## config.mk

```make
export PLATFORM = sky130hd
export DESIGN_NAME = button_debouncer
export DESIGN_NICKNAME = d
export VERILOG_FILES = /design/src/rtl/button_debouncer.sv
export SDC_FILE = /design/constraint.sdc
export NUM_CORES = 1
export LEC_CHECK = 0
export CAP_MARGIN = 15
export CELL_PAD_IN_SITES_DETAIL_PLACEMENT = 1
export CELL_PAD_IN_SITES_GLOBAL_PLACEMENT = 1
export CORE_MARGIN = 5
export CORE_UTILIZATION = 47
export CTS_BUF_LIST = sky130_fd_sc_hd__clkbuf_8 sky130_fd_sc_hd__clkbuf_16
export DETAILED_ROUTE_END_ITERATION = 8
export GPL_TIMING_DRIVEN = 0
export PLACE_DENSITY_LB_ADDON = 0.1
export SLEW_MARGIN = 25
export SYNTH_ARGS = -nofsm -noshare
export SYNTH_HDL_FRONTEND = slang
export SYNTH_SLANG_ARGS = --single-unit
```

## constraint.sdc

```tcl
create_clock -name clk -period 5.8 [get_ports clk]
set_input_delay 1.16 -clock clk [delete_from_list [all_inputs] [get_ports clk]]
set_output_delay 1.16 -clock clk [all_outputs]
set_load 0.02 [all_outputs]
```

## src/rtl/button_debouncer.sv

```systemverilog
// rtl/button_debouncer.sv - synchronize, debounce and edge-detect the five push buttons
// Optional auto-repeat of btn_press is enabled by defining BUTTON_AUTOREPEAT_EN.
module button_debouncer #(
  parameter int DEBOUNCE_CYCLES = 1000000,
  parameter int REPEAT_DELAY    = 50000000,
  parameter int REPEAT_PERIOD   = 10000000
) (
  input  logic       clk,
  input  logic       rst_n,
  input  logic       BTNC,
  input  logic       BTNU,
  input  logic       BTND,
  input  logic       BTNL,
  input  logic       BTNR,
  output logic [4:0] btn_db,
  output logic [4:0] btn_press,
  output logic       multi
);

  localparam int CW = $clog2(DEBOUNCE_CYCLES + 1);
  localparam logic [CW-1:0] CNT_LAST = CW'(DEBOUNCE_CYCLES - 1);

  logic [4:0]    raw;
  logic [4:0]    s1_q, s2_q;
  logic [4:0]    db_q, db_d;
  logic [4:0]    press_q, press_d;
  logic [4:0]    rpt_d;
  logic          multi_q, multi_d;
  logic [CW-1:0] cnt_q [5];
  logic [CW-1:0] cnt_d [5];
  logic [2:0]    pop;

  assign raw = {BTNC, BTNU, BTND, BTNL, BTNR};

  always_ff @(posedge clk or negedge rst_n) begin
    if (!rst_n) begin
      s1_q    <= '0;
      s2_q    <= '0;
      db_q    <= '0;
      press_q <= '0;
      multi_q <= 1'b0;
      for (int i = 0; i < 5; i++) cnt_q[i] <= '0;
    end else begin
      s1_q    <= raw;
      s2_q    <= s1_q;
      db_q    <= db_d;
      press_q <= press_d;
      multi_q <= multi_d;
      for (int i = 0; i < 5; i++) cnt_q[i] <= cnt_d[i];
    end
  end

  // The counter only runs while s2 disagrees with the accepted level.
  always_comb begin
    db_d = db_q;
    pop  = '0;
    for (int i = 0; i < 5; i++) begin
      cnt_d[i] = '0;
      if (s2_q[i] != db_q[i]) begin
        if (cnt_q[i] == CNT_LAST) begin
          db_d[i] = s2_q[i];
        end else begin
          cnt_d[i] = cnt_q[i] + CW'(1);
        end
      end
      pop = pop + {2'b00, db_d[i]};
    end
    press_d = (db_d & ~db_q) | rpt_d;
    multi_d = (pop >= 3'd2);
  end

`ifdef BUTTON_AUTOREPEAT_EN
  localparam int RMAX = (REPEAT_DELAY > REPEAT_PERIOD) ? REPEAT_DELAY : REPEAT_PERIOD;
  localparam int RW   = $clog2(RMAX + 1);

  logic [RW-1:0] rcnt_q [5];
  logic [RW-1:0] rcnt_d [5];
  logic [4:0]    first_q, first_d;

  always_ff @(posedge clk or negedge rst_n) begin
    if (!rst_n) begin
      first_q <= '0;
      for (int i = 0; i < 5; i++) rcnt_q[i] <= '0;
    end else begin
      first_q <= first_d;
      for (int i = 0; i < 5; i++) rcnt_q[i] <= rcnt_d[i];
    end
  end

  // first_q selects the long initial delay until the first repeat has fired.
  always_comb begin
    rpt_d   = '0;
    first_d = first_q;
    for (int i = 0; i < 5; i++) begin
      rcnt_d[i] = '0;
      if (!db_d[i] || !db_q[i]) begin
        first_d[i] = 1'b1;
      end else if (rcnt_q[i] == RW'(first_q[i] ? REPEAT_DELAY - 1 : REPEAT_PERIOD - 1)) begin
        rpt_d[i]   = 1'b1;
        first_d[i] = 1'b0;
      end else begin
        rcnt_d[i] = rcnt_q[i] + RW'(1);
      end
    end
  end
`else
  assign rpt_d = '0;
`endif

  assign btn_db    = db_q;
  assign btn_press = press_q;
  assign multi     = multi_q;

endmodule

```

==> impl_metrics.ini, run 1 <==
[cells_and_area]
diodes = 0
layout.cells.most_common_list = 121 x sky130_fd_sc_hd__dfrtp_1, 71 x sky130_fd_sc_hd__nor2_1, 38 x sky130_fd_sc_hd__nand2_1
fin_nets = 622
syn2layout_area_growth_pct = 17.5
ratio_of_cells_with_drive_above_1_in_the_final_layout_pct = 7.58
fill_cells = 1303
post-route-util_pct = 56.2
multi_input_gate_area_um2 = 2570
area.sequential_um2 = 3030
finish.cell_count_without_fillers = 767
final_common_cell = sky130_fd_sc_hd__dfrtp_1

[clock_tree]
cts_buffers = 17
clock_tree.htree_level_count = 4
clkSinkCount = 121
post_cts_buffers = 0
clkSlewWorstSetupHoldPaths_ps = 50
cts.root.buffer_cell = sky130_fd_sc_hd__clkbuf_16
cells_resized_by_post_cts_repair = 0
worst_skew_pair.late_latency_ps = 410
ctsLongestPathBuffers = 2
holdBufCountCts = 0
cts_tree = yes

[yosys]
netlist-cell-type-count = 38
synthArstFlopShare_pct = 100
synth_edf_count = 0
synth.yosys.seq_area_share_pct = 52.9
synth_area_per_cell_um2 = 10.0
number_of_flip_flops_and_latches_in_the_synthesized_netlist = 121
netlist_instances = 571
synth-warning-count = 0
mappedNetlistArea_um2 = 5720
synth_fp_nets = 585
ys_dominant_reg_cell = sky130_fd_sc_hd__dfrtp_1

[timing]
final-setup-viol-count = 0
timing.final.hold_violations = 0
min_period_over_period_pct = 52.2
slew_viol_final = 0
setup_repair_after_global_routing_missed_its_margin = no
tightestPinTransition_ps = 914
fmaxAchievable_ghz = 0.330
worst_clock_skew_ps = 4.68
maxSlewHeadroom_pct = 38.7
clock_period_minus_worst_slack_ps = 3030

[detailed_routing]
postRouteWirelength_um = 13400
wirelength_per_cell_um = 17.5
detail_route.drc_violations = 0
post_route_ant_nets = 0
vias_per_cell = 5.78
route.vias.total = 4430
drt-initial-drc-count = 217
dr.pass1.iters = 4

[worst_setup_path]
worst-setup-path-type = reg2reg
crit_path_start_kind = register
crit_required_ps = 6130
critical-path-slowest-cell = sky130_fd_sc_hd__fa_1
timing.critical_path.cells = ha_1 -> and2_1 -> nand2_1 -> nor3_1 -> mux2_2 -> fa_1 -> ha_1 -> nand2_1 -> a21o_1 -> o211ai_1
cpLargestDelayFamily = adder cells
crit_path_max_fanout = 10
critical_path_arrival_ps = 3360
worst-path-buf-inv = 0
critPathCaptureType = register
cp_slowest_stage_delay_ps = 470

[floorplanning]
dieArea_um2 = 14500
start_util_pct = 47.8
pin_count = 18
core_area_um2 = 12000
die_w_um = 120
std_cell_rows = 40
die_height_um = 120

[pwr]
power.total_mw = 2.04
cellPowerDensity_nw_per_um2 = 304
power.leakage_nw = 2.82
vdd_ir_drop_max_uv = 205

[status]
outcome = finished clean

[job]
cap_violations = 0

[global_route]
grt_first_pass_wirelength_um = 23500
grt_start_max_net_pins = 93
grt_antenna_before_repair = 0
global_route_total_overflow = 0
gr-usage-all-layers_pct = 20.3
vias_in_the_first_global_route = 4792

[place]
place.detailed.instances = 736
hpwlAfterDp_um = 8780
finalWeightedCongestion = 0.826
io_buffers = 17

[min_path]
worst_hold_path_type = reg2reg
power breakdown:
part / leakage [nW] / internal (mW) / switching (mW) / total [mW]
logic: 0.840 / 0.0173 / 0.0385 / 0.0558
clock network: 0.321 / 0.748 / 0.368 / 1.12
registers: 1.66 / 0.857 / 0.0137 / 0.871
total: 2.82 / 1.62 / 0.420 / 2.04
worst register-to-register path, stage by stage (launching register included):
cell and delay [ps]:
sky130_fd_sc_hd__dfrtp_1 430, sky130_fd_sc_hd__ha_1 250, sky130_fd_sc_hd__and2_1 250, sky130_fd_sc_hd__nand2_1 270, sky130_fd_sc_hd__nor3_1 280, sky130_fd_sc_hd__mux2_2 420, sky130_fd_sc_hd__fa_1 470, sky130_fd_sc_hd__ha_1 300
sky130_fd_sc_hd__nand2_1 50, sky130_fd_sc_hd__a21o_1 150, sky130_fd_sc_hd__o211ai_1 80
flip-flops by register name (all words and copies together), names as in the netlist:
signal / flops
s1_q: 5
cnt_q: 100
btn_press: 5
multi: 1
btn_db: 5
s2_q: 5
logic make-up after synthesis:
logic type | after synthesis | synth area share [%]
flops | 121 | 52.9
buf+inv | 30 | 2.12
compound gates | 73 | 7.35
mux | 5 | 0.984
xor+xnor | 62 | 9.49
fa+ha+maj | 7 | 1.66
simple gates | 273 | 25.4
stage by stage:
stage	hold WS [ps]	TNS (ps)	cell area [um2]	setup WS [ps]
6_report	354	0	6720	2770
5_1_grt	371	0	6720	2560
4_1_cts	359	0	6720	2750
3_5_place_dp	347	0	6110	2800
3_3_place_gp	333	-146580	6070	-1220
2_1_floorplan	331	0	5720	3200
cells in the mapped netlist (5+ instances only):
cell type / instances / area, um2
sky130_fd_sc_hd__clkbuf_1: 11 / 41.3
sky130_fd_sc_hd__nor2_1: 71 / 267
sky130_fd_sc_hd__dfrtp_1: 121 / 3030
sky130_fd_sc_hd__and3_1: 14 / 87.6
sky130_fd_sc_hd__or3_1: 24 / 150
sky130_fd_sc_hd__a21oi_1: 33 / 165
sky130_fd_sc_hd__or4_1: 17 / 128
sky130_fd_sc_hd__nand2_1: 38 / 143
sky130_fd_sc_hd__ha_1: 6 / 75.1
sky130_fd_sc_hd__nand3_1: 37 / 185
sky130_fd_sc_hd__and2_1: 6 / 37.5
sky130_fd_sc_hd__inv_1: 12 / 45.0
sky130_fd_sc_hd__nor4b_1: 5 / 43.8
sky130_fd_sc_hd__o31ai_1: 12 / 90.1
sky130_fd_sc_hd__nand4_1: 19 / 119
sky130_fd_sc_hd__nor3_1: 14 / 70.1
sky130_fd_sc_hd__buf_2: 7 / 35.0
sky130_fd_sc_hd__xor2_1: 37 / 324
sky130_fd_sc_hd__o21ai_0: 22 / 110
sky130_fd_sc_hd__xnor2_1: 25 / 219
sky130_fd_sc_hd__and4_1: 8 / 70.1
sky130_fd_sc_hd__nor4_1: 8 / 50.1
routing by layer:
| layer | wire, um | vias to the layer above | global-route usage, % | share of wire, % |
|---|---|---|---|---|
| li1 | - | 2110 | - | - |
| met1 | 6120 | 2263 | 26.0 | 46 |
| met2 | 6810 | 44 | 34.6 | 51 |
| met3 | 355 | 13 | 4.82 | 2.6 |
| met4 | 138 | 0 | 5.81 | 1.0 |
| met5 | 0 | - | 0 | 0 |
cell type report:
| cell class | instances | area share, % |
|---|---|---|
| Sequential cell | 121 | 45.0 |
| Multi-Input combinational cell | 420 | 38.2 |
| Clock buffer | 17 | 6.33 |
| Timing Repair Buffer | 18 | 3.02 |
| Clock inverter | 14 | 2.83 |
| Tap cell | 147 | 2.74 |
| Buffer | 18 | 1.14 |
| Inverter | 12 | 0.670 |
final timing paths:
| check | startpoint | slack, ps | end | cells past startpoint |
|---|---|---|---|---|
| max in group asynchronous | rst_n | 4480 | cnt_q[35] | 2 |
| worst max-delay path | cnt_q[20] | 2770 | multi | 10 |
| worst min-delay path | s1_q[0] | 350 | s2_q[0] | 0 |
| min in group asynchronous | rst_n | 600 | cnt_q[76] | 1 |
| worst min register to register | s1_q[0] | 350 | s2_q[0] | 0 |
| worst max register to register | cnt_q[20] | 2770 | multi | 10 |
No activity file was read; power rests on OpenSTA's default activity.
==> run 2, diff against run 1 <==
--- a/config.mk
+++ b/config.mk
@@ -9,7 +9,7 @@
 export CELL_PAD_IN_SITES_DETAIL_PLACEMENT = 1
 export CELL_PAD_IN_SITES_GLOBAL_PLACEMENT = 1
 export CORE_MARGIN = 5
-export CORE_UTILIZATION = 47
+export CORE_UTILIZATION = 44
 export CTS_BUF_LIST = sky130_fd_sc_hd__clkbuf_8 sky130_fd_sc_hd__clkbuf_16
 export DETAILED_ROUTE_END_ITERATION = 8
 export GPL_TIMING_DRIVEN = 0
==> constraint.sdc (replaced) <==
create_clock -name clk -period 2.7 [get_ports clk]
set_input_delay 0.54 -clock clk [delete_from_list [all_inputs] [get_ports clk]]
set_output_delay 0.54 -clock clk [all_outputs]
set_load 0.02 [all_outputs]
==> run 2 against run 1 <==
Net effect: worst setup slack got worse by 2700 ps; combinational power rose by 130%; routed wire length fell by 1.3%; critical path type unchanged; critical endpoint unchanged.
==> impl_metrics.ini, run 2 (same netlist as run 1, synthesis figures left out) <==
[job]
cap_violations = 0

[cells_and_area]
largest_register_ffs = 100
fin_nets = 628
fill_cells = 1400
final_common_cell = sky130_fd_sc_hd__dfrtp_1
diodes = 0
area.sequential_um2 = 3030
layout.cells.most_common_list = 118 x sky130_fd_sc_hd__dfrtp_1, 70 x sky130_fd_sc_hd__nor2_1, 37 x sky130_fd_sc_hd__xor2_1
post-route-cell-area_um2 = 6960
ratio_of_cells_with_drive_above_1_in_the_final_layout_pct = 12.8
top_register = cnt_q
syn2layout_area_growth_pct = 21.7
finish.cell_count_without_fillers = 799
multi_input_gate_area_um2 = 2720

[pwr]
cellPowerDensity_nw_per_um2 = 628
power.total_mw = 4.37
power.leakage_nw = 2.87
vdd_ir_drop_max_uv = 489

[worst_setup_path]
crit_path_start_kind = register
critPathCaptureType = register
wp_depth = 9
worst_r2r_endpoint = multi
critical-path-slowest-cell = sky130_fd_sc_hd__fa_1
crit_required_ps = 3030
critical_path_arrival_ps = 2950
worst-path-buf-inv = 0
crit_path_max_fanout = 3
reg2regPathDepth = 9
cpLargestDelayFamily = simple AND/OR/NAND/NOR gates
worst-setup-path-type = reg2reg
worst-r2r-setup-slack_ps = 80
regToRegStartpoint = cnt_q[38]
timing.critical_path.cells = nand3_2 -> or3_4 -> nor3_2 -> mux2_4 -> fa_1 -> ha_1 -> nand2_1 -> a21o_1 -> o211ai_1
cp_slowest_stage_delay_ps = 460

[place]
finalWeightedCongestion = 0.831
hpwlAfterDp_um = 8700
place.detailed.instances = 761
detailed_place.area_um2 = 6140
io_buffers = 17

[global_route]
gr-usage-all-layers_pct = 18.7
grt_first_pass_wirelength_um = 22700
global_route_total_overflow = 0
grt_antenna_before_repair = 0
grt_start_max_net_pins = 66
vias_in_the_first_global_route = 4644

[clock_tree]
cts_buffers = 17
cts_tree = yes
ctsLongestPathBuffers = 2
holdBufCountCts = 0
cts.root.buffer_cell = sky130_fd_sc_hd__clkbuf_16
worst_skew_pair.late_latency_ps = 410
clkSinkCount = 121
clock_tree.htree_level_count = 4
clkSlewWorstSetupHoldPaths_ps = 50

[floorplanning]
die_w_um = 124
core_area_um2 = 12700
std_cell_rows = 41
start_util_pct = 45.1
die_height_um = 124
dieArea_um2 = 15400
pin_count = 18

[detailed_routing]
wirelength_per_cell_um = 16.6
vias_per_cell = 5.54
postRouteWirelength_um = 13300
post_route_ant_nets = 0
dr.pass1.iters = 4
drt-initial-drc-count = 148
route.vias.total = 4424
detail_route.drc_violations = 0

[min_path]
worst_hold_path_type = in2async

[timing]
final-setup-viol-count = 0
tightestPinTransition_ps = 821
setup_repair_after_global_routing_missed_its_margin = yes
maxSlewHeadroom_pct = 45.0
worst_clock_skew_ps = 6.54
timing.final.hold_violations = 0
clock_period_minus_worst_slack_ps = 2620
min_period_over_period_pct = 97.0
slew_viol_final = 0
fmaxAchievable_ghz = 0.382

[status]
outcome = finished clean
## run 2: worst max-delay path by stage
stage | start | to | slack [ps]
3_3_place_gp | rst_n | cnt_q[53] | -3700
5_1_grt | cnt_q[73] | multi | -70
6_report | cnt_q[38] | multi | 80
4_1_cts | cnt_q[37] | multi | 9
3_5_place_dp | cnt_q[20] | multi | -280
2_1_floorplan | cnt_q[20] | multi | 100
## run 2: repair_timing
item / 4_1_cts / 5_1_grt
buffers inserted: 4 / 3
resized for setup: 14 / 19
pin swaps: 1 / 4
endpoints found under the setup margin: 1 / 1
## run 2: per-layer routing
| layer | part of all wire, % | track usage (%) |
|---|---|---|
| met4 | 1.1 | 5.27 |
| met1 | 48 | 24.8 |
| met2 | 49 | 30.2 |
| met5 | 0 | 0 |
| met3 | 2.3 | 4.90 |
## run 2: power by group
part | total (mW) | internal (mW) | switching, mW
clock | 2.37 | 1.54 | 0.828
sequential | 1.87 | 1.84 | 0.0289
combinational | 0.127 | 0.0429 | 0.0839
total | 4.37 | 3.43 | 0.941
## run 2: metrics by stage
stage / util, % / hold WS (ps) / setup slack [ps] / setup TNS (ps)
floorplan: - / 244 / 96.0 / 0
global placement: 48.2 / 339 / -3700 / -447390
detailed placement: 48.4 / 336 / -280 / -280
CTS: 54.0 / 60.0 / 9.19 / 0
global route: 54.9 / 74.4 / -67.2 / -67.2
finish: 54.9 / 54.5 / 80.8 / 0
## run 2: final cells by class
class                      instances  share of cell area [%]
clock buffer                      21                    6.90
buffer                            17                    1.04
tap                              172                    3.09
timing repair buffer              25                    3.67
inverter                          12                   0.647
clock inverter                    11                    2.09
sequential                       121                    43.6
multi-input combinational        420                    39.0
